File: config.mk
export PLATFORM = sky130hd
export DESIGN_NAME = tx_record_sequencer
export DESIGN_NICKNAME = d
export VERILOG_FILES = /design/src/rtl/tx_record_sequencer.sv
export SDC_FILE = /design/constraint.sdc
export NUM_CORES = 1
export LEC_CHECK = 0
export BUFFER_PORTS_ARGS = -buffer_cell sky130_fd_sc_hd__buf_2
export CORE_UTILIZATION = 44
export DETAILED_ROUTE_END_ITERATION = 6
export MAX_ROUTING_LAYER = met4
export SLEW_MARGIN = 20
export SYNTH_ARGS = -nofsm -noshare
export SYNTH_HDL_FRONTEND = slang
export SYNTH_SLANG_ARGS = --single-unit
File: constraint.sdc
create_clock -name clk -period 7.2 [get_ports clk]
set_input_delay 0.36 -clock clk [delete_from_list [all_inputs] [get_ports clk]]
set_output_delay 0.36 -clock clk [all_outputs]
set_load 0.05 [all_outputs]
File: src/rtl/tx_record_sequencer.sv
// tx_record_sequencer
//   Upstream feeder for the transaction-tracing scoring stage. Buffers packed
//   transaction records in a DEPTH-entry FIFO, emits a one-beat new_wallet
//   marker before the first record of each wallet, then replays records one
//   per beat on the field-level interface.
//
//   Optional build macro: TS_ORDER_CHECK_EN
//     defined   - same-wallet records whose time stamp is older than the last
//                 emitted record are discarded and counted in drop_count.
//     undefined - no ordering check; drop_count is tied to zero.
//
// Ports
//   clk, rst            clock, synchronous active-high reset
//   rec_valid/rec_ready upstream record handshake
//   rec_wallet_id, rec_time_stamp, rec_in, rec_method, rec_value
//                       upstream record fields
//   out_ready           downstream accept
//   out_valid           beat valid
//   new_wallet          marker beat flag
//   time_stamp, in, method_field, value
//                       beat fields (method_field = 2'b11 on marker/idle)
//   wallet_id           current wallet
//   tx_count            records emitted for current wallet (saturating)
//   drop_count          out-of-order records dropped (saturating)
module tx_record_sequencer #(
  parameter int unsigned DEPTH    = 8,
  parameter int unsigned WALLET_W = 16
) (
  input  logic                clk,
  input  logic                rst,
  input  logic                rec_valid,
  output logic                rec_ready,
  input  logic [WALLET_W-1:0] rec_wallet_id,
  input  logic [30:0]         rec_time_stamp,
  input  logic                rec_in,
  input  logic [1:0]          rec_method,
  input  logic [19:0]         rec_value,
  input  logic                out_ready,
  output logic                out_valid,
  output logic                new_wallet,
  output logic [30:0]         time_stamp,
  output logic                in,
  output logic [1:0]          method_field,
  output logic [19:0]         value,
  output logic [WALLET_W-1:0] wallet_id,
  output logic [15:0]         tx_count,
  output logic [7:0]          drop_count
);

  localparam int unsigned AW   = $clog2(DEPTH);
  localparam logic [AW:0] FULL = (AW+1)'(DEPTH);

  typedef struct packed {
    logic [WALLET_W-1:0] wallet;
    logic [30:0]         ts;
    logic                dir;
    logic [1:0]          method;
    logic [19:0]         value;
  } rec_t;

  typedef enum logic [1:0] {IDLE, MARK, DATA} state_t;

  rec_t          mem [DEPTH];
  logic [AW-1:0] wr_ptr;
  logic [AW-1:0] rd_ptr;
  logic [AW:0]   count;
  rec_t          head;
  rec_t          wr_rec;

  state_t        state;
  logic          have_wallet;

  logic          push;
  logic          pop;
  logic          fifo_empty;
  logic          slot_free;
  logic          marker_needed;
  logic          drop;

  assign rec_ready  = (count < FULL) && !rst;
  assign push       = rec_valid && rec_ready;
  assign fifo_empty = (count == '0);
  assign head       = mem[rd_ptr];
  assign slot_free  = !out_valid || out_ready;
  assign wr_rec     = '{wallet: rec_wallet_id, ts: rec_time_stamp, dir: rec_in,
                        method: rec_method, value: rec_value};

  // After a marker the head always matches wallet_id; the state test makes
  // the marker -> record handoff explicit rather than relying on that.
  assign marker_needed = !fifo_empty && (state != MARK) &&
                         (!have_wallet || head.wallet != wallet_id);
  // Markers never pop; every other non-empty decision (data or drop) does.
  assign pop = slot_free && !fifo_empty && !marker_needed;

  // ---------------------------------------------------------------- FIFO
  always_ff @(posedge clk) begin
    if (push) mem[wr_ptr] <= wr_rec;
  end

  always_ff @(posedge clk) begin
    if (rst) begin
      wr_ptr <= '0;
      rd_ptr <= '0;
      count  <= '0;
    end else begin
      if (push) wr_ptr <= wr_ptr + 1'b1;
      if (pop)  rd_ptr <= rd_ptr + 1'b1;
      unique case ({push, pop})
        2'b10:   count <= count + 1'b1;
        2'b01:   count <= count - 1'b1;
        default: count <= count;
      endcase
    end
  end

  // ------------------------------------------------- time stamp ordering
`ifdef TS_ORDER_CHECK_EN
  logic [30:0] last_ts;

  // Only same-wallet records not directly following a marker are checked,
  // so a marker is always followed by its record.
  assign drop = (state != MARK) && (head.ts < last_ts);

  always_ff @(posedge clk) begin
    if (rst) begin
      last_ts    <= '0;
      drop_count <= '0;
    end else if (pop) begin
      if (drop) begin
        if (drop_count != '1) drop_count <= drop_count + 1'b1;
      end else begin
        last_ts <= head.ts;
      end
    end
  end
`else
  assign drop       = 1'b0;
  assign drop_count = '0;
`endif

  // ----------------------------------------------------------------- FSM
  always_ff @(posedge clk) begin
    if (rst) begin
      state        <= IDLE;
      have_wallet  <= 1'b0;
      out_valid    <= 1'b0;
      new_wallet   <= 1'b0;
      time_stamp   <= '0;
      in           <= 1'b0;
      method_field <= 2'b11;
      value        <= '0;
      wallet_id    <= '0;
      tx_count     <= '0;
    end else if (slot_free) begin
      if (fifo_empty || (pop && drop)) begin
        state        <= IDLE;
        out_valid    <= 1'b0;
        new_wallet   <= 1'b0;
        method_field <= 2'b11;
        in           <= 1'b0;
        value        <= '0;
      end else if (marker_needed) begin
        state        <= MARK;
        out_valid    <= 1'b1;
        new_wallet   <= 1'b1;
        time_stamp   <= head.ts;
        method_field <= 2'b11;
        in           <= 1'b0;
        value        <= '0;
        wallet_id    <= head.wallet;
        have_wallet  <= 1'b1;
        tx_count     <= '0;
      end else begin
        state        <= DATA;
        out_valid    <= 1'b1;
        new_wallet   <= 1'b0;
        time_stamp   <= head.ts;
        in           <= head.dir;
        method_field <= head.method;
        value        <= head.value;
        if (tx_count != '1) tx_count <= tx_count + 1'b1;
      end
    end
  end

endmodule

After elaboration in Yosys (flattened, before gate mapping)
Memory sizes are Yosys's and may differ from the RTL's. A register that Yosys moved wholly into a read port is not among the register bits.
Cells that the tools add are included.
{"block": "op_classes", "n_addsub": 5, "magnitude_cmp": 1, "eq_ne": 5, "muxes": 18, "bitwise": 1, "reduce_logical": 19}
{"op": "$mux 20", "count": 2}
{"op": "$mux 16", "count": 2}
{"op": "$add 16x1->16 const B", "count": 1}
{"op": "$ne 16x16->1", "count": 1}
{"op": "$ne 16x16->1 const B", "count": 1}
{"op": "$mux 2", "count": 4}
{"op": "$pmux 4 s2", "count": 1}
{"op": "$mux 1", "count": 7}
{"op": "$add 3x1->3 const B", "count": 2}
{"op": "$logic_and 1x1->1", "count": 6}
{"op": "$mux 3", "count": 2}
{"op": "$reduce_and 3->1", "count": 2}
{"op": "$logic_not 1->1", "count": 5}
{"op": "$add 4x1->4 const B", "count": 1}
{"op": "$logic_not 4->1", "count": 1}
{"op": "$lt 4x4->1 const B", "count": 1}
{"op": "$reduce_bool 2->1", "count": 2}
{"op": "$sub 4x1->4 const B", "count": 1}
{"op": "$eq 2x1->1 const B", "count": 1}
{"op": "$eq 2x2->1 const B", "count": 1}
{"op": "$logic_or 1x1->1", "count": 2}
{"op": "$ne 2x1->1 const B", "count": 1}
{"op": "$reduce_and 2->1", "count": 1}
{"op": "$not 1->1", "count": 1}
{"block": "word_totals", "ff_bits": 101, "ram_bits": 560, "input_bits": 74, "out_inout_bits": 97, "elab_cells": 63, "mem_count": 1}
{"name": "mem", "depth": 8, "width": 70, "read_ports": 1, "rd_clocked_by_memory_dff": 1, "write_ports": 1, "line_no": "63", "source": "rec_t mem [DEPTH];"}

Longest topological paths before layout
Gate-level depths: netlist of the first run.
{"block": "logic_depth", "depth_word": 8, "depth_mapped": 19, "depth_no_buf": 14}

Worst setup path before layout of the first run
OpenSTA, ideal clock, no wires.
{"block": "synth_path", "kind": "input to register", "start": "in rst", "end": "mem mem[0][0] (netlist bit) (enable)", "setup_ps": 584, "t_arrival_ps": 6279, "slack_ps": 337, "cell_stages": 4, "cell_sequence": "nor2_1 -> and2_0 -> nand2b_1 -> nor3_1"}
{"block": "synth_via", "elab_chain_len": 5}
{"item": "start, declared", "line_no": "30", "source": "input logic rst,"}
{"item": "$logic_not 1->1", "line_no": "80", "source": "assign rec_ready = (count < FULL) && !rst;"}
{"item": "$logic_and 1x1->1", "line_no": "80"}
{"item": "$logic_and 1x1->1", "line_no": "81", "source": "assign push = rec_valid && rec_ready;"}
{"item": "$mux 1", "line_no": "97", "source": "if (push) mem[wr_ptr] <= wr_rec;"}
{"item": "$mux 1 (implied by the code)", "line_no": "97"}
{"item": "end, declared", "line_no": "63"}
Every way passes these cells.

==> results of run 1 <==
metrics by stage:
stage	hold WS, ns	worst slack, ns	area (µm²)	total power (µW)
floorplan	0.424	0.337	25300	6170
global placement	0.435	2.16	26900	6680
detailed placement	0.439	2.09	26900	6710
CTS	0.000261	2.07	29400	10300
global route	0.0232	1.77	29400	10600
finish	0.0299	2.09	29400	10200
logic make-up (layout without fill, tap and decap cells):
logic type / after synthesis / after routing / synth area share [%]
flip-flops: 663 / 663 / 74.7
multiplexers: 228 / 228 / 15.0
AND/OR/NAND/NOR: 187 / 187 / 3.51
AO/OA/AOI/OAI: 150 / 150 / 4.12
buffers and inverters: 89 / 343 / 1.76
XOR/XNOR: 15 / 15 / 0.520
adder cells (fa/ha/maj): 6 / 6 / 0.297
other: 1 / 15 / 0.0148
synthesized netlist by cell type, types with 13 or more instances:
cell	instances	area (µm²)
sky130_fd_sc_hd__buf_1	17	63.8
sky130_fd_sc_hd__nor2_1	54	203
sky130_fd_sc_hd__edfxtp_1	560	16800
sky130_fd_sc_hd__o21ai_1	33	165
sky130_fd_sc_hd__nand2_1	57	214
sky130_fd_sc_hd__a21oi_1	13	65.1
sky130_fd_sc_hd__mux2i_1	94	941
sky130_fd_sc_hd__mux4_2	119	2680
sky130_fd_sc_hd__buf_4	16	120
sky130_fd_sc_hd__a211oi_1	31	233
sky130_fd_sc_hd__dfxtp_1	103	2060
sky130_fd_sc_hd__nor3_1	14	70.1
sky130_fd_sc_hd__clkbuf_1	35	131
sky130_fd_sc_hd__nand3_1	13	65.1
state kept, by name, summed over array words and instances (netlist names), 3 cells and up, named ones only:
| register | flops |
|---|---|
| count | 4 |
| wallet_id | 16 |
| time_stamp | 31 |
| rd_ptr | 3 |
| tx_count | 16 |
| value | 20 |
| mem | 560 |
| wr_ptr | 3 |
what timing repair did:
item	4_1_cts	5_1_grt
setup buffers	0	0
setup endpoints to repair	0	0
endpoints found under the hold margin	103	0
hold buffers	19	0
layout make-up:
class                   count  area, µm²  share of cell area [%]
clock buffers              98       1970                    6.69
clock inverters            30        317                    1.08
diodes                      7       17.5                  0.0595
flip-flops and latches    663      18900                    64.2
well taps                 756        946                    3.21
repair buffers            209       1240                    4.23
multi-input cells         594       6030                    20.5
inverters                   6       22.5                  0.0765
final timing paths:
path                startpoint        end  depth (start not counted)
setup reg to reg      register   count[2]                         16
hold / removal    rec_value[6]  mem[0][6]                          1
hold reg to reg       value[9]   value[9]                          2
setup / recovery      register   count[2]                         16
power breakdown:
group / switching (µW) / leakage, µW / total [µW] / internal (µW)
logic: 1340 / 0.00250 / 2020 / 681
registers: 194 / 0.00590 / 4600 / 4400
clock network: 1460 / 0.00112 / 3590 / 2130
total: 2990 / 0.00952 / 10200 / 7210
layer usage:
metal / global-route usage (%) / vias to the layer above
li1: - / 5823
met1: 26.8 / 6747
met2: 29.8 / 306
met3: 3.29 / 67
met4: 5.98 / 0
met5: - / -
==> results_dict.tcl, run 1 <==
set metrics [dict create \
    tightest_slew_ns 1.01 \
    detail_route.first_pass.iterations 5 \
    ys.flop_type "sky130_fd_sc_hd__edfxtp_1" \
    clock_path_buffers 3 \
    die_height_um 242 \
    port_buffers 162 \
    drive_gt1_share_pct 27.2 \
    worst_setup_path_start_kind "register" \
    die-area_um2 58400 \
    design.core.area_um2 56600 \
    drt_iter0_markers 922 \
    power.ir.vdd_worst_uv 214 \
    synthArstFlopShare_pct 0 \
    period_minus_slack_ns 5.11 \
    leakagePower_uw 0.00952 \
    met1Wirelength_mm 24.7 \
    highest_layer "met4" \
    cpPeakStageDelay_ns 0.70 \
    nFillCells 4580 \
    timing.setup.critical_path_class "register to register" \
    critical_path.cell_chain "buf_4 > nand2_1 > o22ai_1 > nor3_1 > a211o_1 > or4_4 > o31ai_4 > buf_4 > and2_1 > ha_1 > xor2_1 > ha_1 > a21oi_1 > xor2_1 > or3_1 > a21oi_1" \
    report.final.slew_viol_count 0 \
    power.density_nw_per_um2 347 \
    crit_path_top_delay_cell "sky130_fd_sc_hd__buf_4" \
    cts_root_buf "sky130_fd_sc_hd__clkbuf_16" \
    final_cycle_share_pct 70.9 \
    worst_endpoint_data_arrival_time_ns 5.63 \
    die_x_um 242 \
    design.final.nets 1624 \
    first_global_vias 13118 \
    most-common-layout-cells "560 x sky130_fd_sc_hd__edfxtp_1, 162 x sky130_fd_sc_hd__buf_2, 119 x sky130_fd_sc_hd__mux4_2" \
    final-hold-violation-count 0 \
    place.gp.congestion 0.803 \
    dp.cells 2209 \
    cts_max_level 3 \
    buffering_stage_count_on_the_worst_path_with_inverters_included 2 \
    maximum_number_of_pins_on_one_net_before_global_route_repair 78 \
    areaGrowthSynthToFinish_pct 16.5 \
    placementRows 87 \
    clkTransAtPathRegs_ns 0.06 \
    detailroute.wirelength.met3_mm 3.04 \
    cp.required_ns 7.72 \
    mean_cell_area_of_the_mapped_netlist_um2 18.9 \
    post_drt_wl_per_cell_um 23.1 \
    r2r_setup_slack_ns 2.09 \
    worstPathMaxFanout 43 \
    mostFrequentLayoutCell "sky130_fd_sc_hd__edfxtp_1" \
    fin_util_pct 52.0 \
    max_clock_freq_ghz 0.196 \
    number_of_gates_resized_after_cts 0 \
    detailroute.wirelength.met2_mm 25.9 \
    post_synth_inst_count 1339 \
    fin_skew_ns 0.0215 \
    ys_seq_elements 663 \
    vias_per_cell 5.48 \
    layoutNonFillerInstCount 2363 \
    clock_latency_ns 0.60 \
    route.detailed.drc 0 \
    crit_family "simple AND/OR/NAND/NOR gates" \
    count_of_final_setup_violators 0 \
    hold_class "primary input to register" \
    max_cap_viol_count 0 \
    number_of_antenna_violations_at_the_first_check_in_global_routing 7 \
    synth.distinct_cells 55 \
    run_status "complete, no violations" \
    ant_nets 0 \
    clock-sinks 663 \
    gr-usage-all-layers_pct 19.5 \
    synth-edff-count 560 \
    initial_utilization_pct 44.6 \
    grt_overflow_total 0 \
    synth-seq-area-share_pct 74.7 \
    syn_area_um2 25300 \
    detailedPlacementHpwl_mm 29.2 \
    rsz0062_at_grt "no" \
    totalNegativeSetupSlack_ns 0 \
    cts_made_buffers 70 \
    wire_length_of_the_first_global_routing_pass_mm 82.8 \
    vias 12943 \
    worstSetupEndpointType "register" \
    slew_headroom_pct 33.0 \
    tritoncts "yes" \
    yosys_warnings 0 \
    drt_wl_total_mm 54.5 \
    top_level_port_count 171 \
]
Power figures use the tool's default switching activity.
==> inputs of run 2 (changes only) <==
Clock period 7.2 ns to 4.6 ns, I/O delays scaled along.
==> results_dict.tcl, run 2 (same netlist as run 1, synthesis figures left out) <==
set metrics [dict create \
    clock-sinks 663 \
    leakagePower_uw 0.00978 \
    seq_power_share_pct 44.7 \
    design.core.area_um2 56600 \
    cp_num_cells 14 \
    worstPathMaxFanout 26 \
    count_of_final_setup_violators 0 \
    route.detailed.drc 0 \
    routing_usage_on_met3_pct 4.13 \
    r2r_end "count[2]" \
    postCtsSetupBuffers 0 \
    largest_register_ff_count 560 \
    buffering_stage_count_on_the_worst_path_with_inverters_included 1 \
    drt_wl_total_mm 54.5 \
    worst_endpoint_data_arrival_time_ns 4.72 \
    detailedPlacementHpwl_mm 30.0 \
    busiest_layer "met2" \
    fin_util_pct 53.1 \
    grt_overflow_total 0 \
    crit_family "multiplexers" \
    place.gp.congestion 0.796 \
    max_cap_viol_count 0 \
    worst_setup_path_start_kind "register" \
    grt.met2_usage_pct 31.9 \
    first_global_vias 13733 \
    design.final.nets 1684 \
    die_x_um 242 \
    fin_skew_ns 0.0251 \
    timing.setup.critical_path_class "register to register" \
    wire_length_of_the_first_global_routing_pass_mm 83.7 \
    top_level_port_count 171 \
    slew_headroom_pct 31.6 \
    power.density_nw_per_um2 532 \
    rsz0062_at_grt "no" \
    vias 13064 \
    net-switching-power_uw 4680 \
    drt_iter0_markers 783 \
    max_clock_freq_ghz 0.238 \
    internal_power_uw 11300 \
    final_cycle_share_pct 91.2 \
    tritoncts "yes" \
    hold_path_origin "out_ready" \
    detail_route.first_pass.iterations 5 \
    clockPowerShare_pct 35.0 \
    whs_path_depth 5 \
    power_frac_comb_pct 20.2 \
    run_status "complete, no violations" \
    final-hold-violation-count 0 \
    initial_utilization_pct 44.6 \
    placementRows 87 \
    largest_register "mem" \
    crit_path_top_delay_cell "sky130_fd_sc_hd__dfxtp_4" \
    die-area_um2 58400 \
    number_of_gates_resized_after_cts 0 \
    tightest_slew_ns 1.03 \
    cpPeakStageDelay_ns 0.63 \
    reg.largest.list "mem (560), time_stamp (31), value (20)" \
    number_of_antenna_violations_at_the_first_check_in_global_routing 5 \
    critical_path.cell_chain "buf_4 > mux4_2 > mux2i_1 > xor2_1 > nand3_1 > o31ai_4 > and2_1 > ha_1 > xor2_1 > ha_1 > a21oi_1 > xor2_1 > or3_1 > a21oi_1" \
    cp_common_cell "sky130_fd_sc_hd__xor2_1" \
    clock_path_buffers 3 \
    global_route.usage.met1_pct 25.3 \
    layoutNonFillerInstCount 2422 \
    clkTransAtPathRegs_ns 0.06 \
    cp.required_ns 5.12 \
    drive_gt1_share_pct 26.9 \
    port_buffers 162 \
    dp.cells 2217 \
    die_height_um 242 \
    power.ir.vdd_worst_uv 388 \
    report.final.slew_viol_count 0 \
    worstSetupEndpointType "register" \
    whs_endpoint "state[0]" \
    mostFrequentLayoutCell "sky130_fd_sc_hd__edfxtp_1" \
    vias_per_cell 5.39 \
    power.switching_fraction_pct 29.2 \
    most-common-layout-cells "560 x sky130_fd_sc_hd__edfxtp_1, 162 x sky130_fd_sc_hd__buf_2, 119 x sky130_fd_sc_hd__mux4_2" \
    cts_made_buffers 71 \
    period_minus_slack_ns 4.19 \
    areaGrowthSynthToFinish_pct 19.0 \
    rr_worst_depth 14 \
    cts_max_level 3 \
    hold_class "primary input to register" \
    cts_root_buf "sky130_fd_sc_hd__clkbuf_16" \
    maximum_number_of_pins_on_one_net_before_global_route_repair 78 \
    r2r_setup_slack_ns 0.41 \
    gr-usage-all-layers_pct 19.6 \
    ant_nets 0 \
    holdWs_ns 0.212 \
    nFillCells 4538 \
    post_drt_wl_per_cell_um 22.5 \
    clock_latency_ns 0.60 \
]
run 2: cell count changes in the layout (fill, tap and decap cells not counted), sizes merged:
| cell | before | now |
|---|---|---|
| diode | 7 | 5 |
| buf | 190 | 198 |
| clkinv | 20 | 29 |
| clkinvlp | 1 | 2 |
| dlygate4sd3 | 19 | 70 |
| clkbuf | 98 | 92 |
| inv | 9 | 7 |
run 2: area by class of cell:
cell class / count / area (µm²) / area share (%)
sequential: 663 / 18900 / 62.8
timing repair buffer: 268 / 1840 / 6.14
tap: 756 / 946 / 3.15
antenna: 5 / 12.5 / 0.0416
clock buffer: 92 / 1940 / 6.45
inverter: 6 / 22.5 / 0.0749
clock inverter: 38 / 362 / 1.20
multi-input combinational: 594 / 6040 / 20.1
run 2: worst max path at each step:
stage | start | endpoint | slack, ns
2_1_floorplan | count[3] | mem[2][0] | -0.35
3_3_place_gp | register | count[2] | 0.38
3_5_place_dp | register | count[2] | 0.41
4_1_cts | register | count[2] | 0.38
5_1_grt | register | count[2] | 0.13
6_report | register | count[2] | 0.41
run 2: metrics by stage:
| step | power (µW) | cell area (µm²) | setup WS (ns) | setup TNS [ns] |
|---|---|---|---|---|
| final | 16000 | 30100 | 0.406 | 0 |
| after global routing | 16600 | 30100 | 0.130 | 0 |
| after CTS | 16200 | 30000 | 0.385 | 0 |
| after detailed placement | 10500 | 27000 | 0.407 | 0 |
| after global placement | 10500 | 27000 | 0.383 | 0 |
| after floorplan | 9660 | 25300 | -0.353 | -111.88 |
run 2: power by group through the flow:
stage | Clock [µW] | Sequential (µW) | Combinational (µW)
floorplan | 0 | 7960 | 1700
global placement | 0 | 7270 | 3200
detailed placement | 0 | 7290 | 3220
CTS | 5730 | 7160 | 3280
global route | 5960 | 7210 | 3480
finish | 5610 | 7160 | 3240
run 2: worst reg2reg max path, delay by kind of cell (launching register included):
kind | cells | cell delay (ns)
buffers and inverters | 1 | 0.44
adders and majority gates | 2 | 0.45
DFF | 1 | 0.63
xor gates and xnor gates | 3 | 0.52
muxes | 2 | 0.87
and+or+nand+nor | 3 | 0.77
AOI/OAI and AO/OA | 3 | 0.45
run 2: what timing repair did:
| action | 4_1_cts | 5_1_grt |
|---|---|---|
| endpoints found under the setup margin | 0 | 0 |
| hold buffers | 70 | 0 |
| endpoints found under the hold margin | 560 | 0 |
run 2: layer usage:
metal | wire length, µm | vias up
li1 | - | 5942
met1 | 24000 | 6759
met2 | 26800 | 286
met3 | 2810 | 77
met4 | 960 | 0
met5 | 0 | -
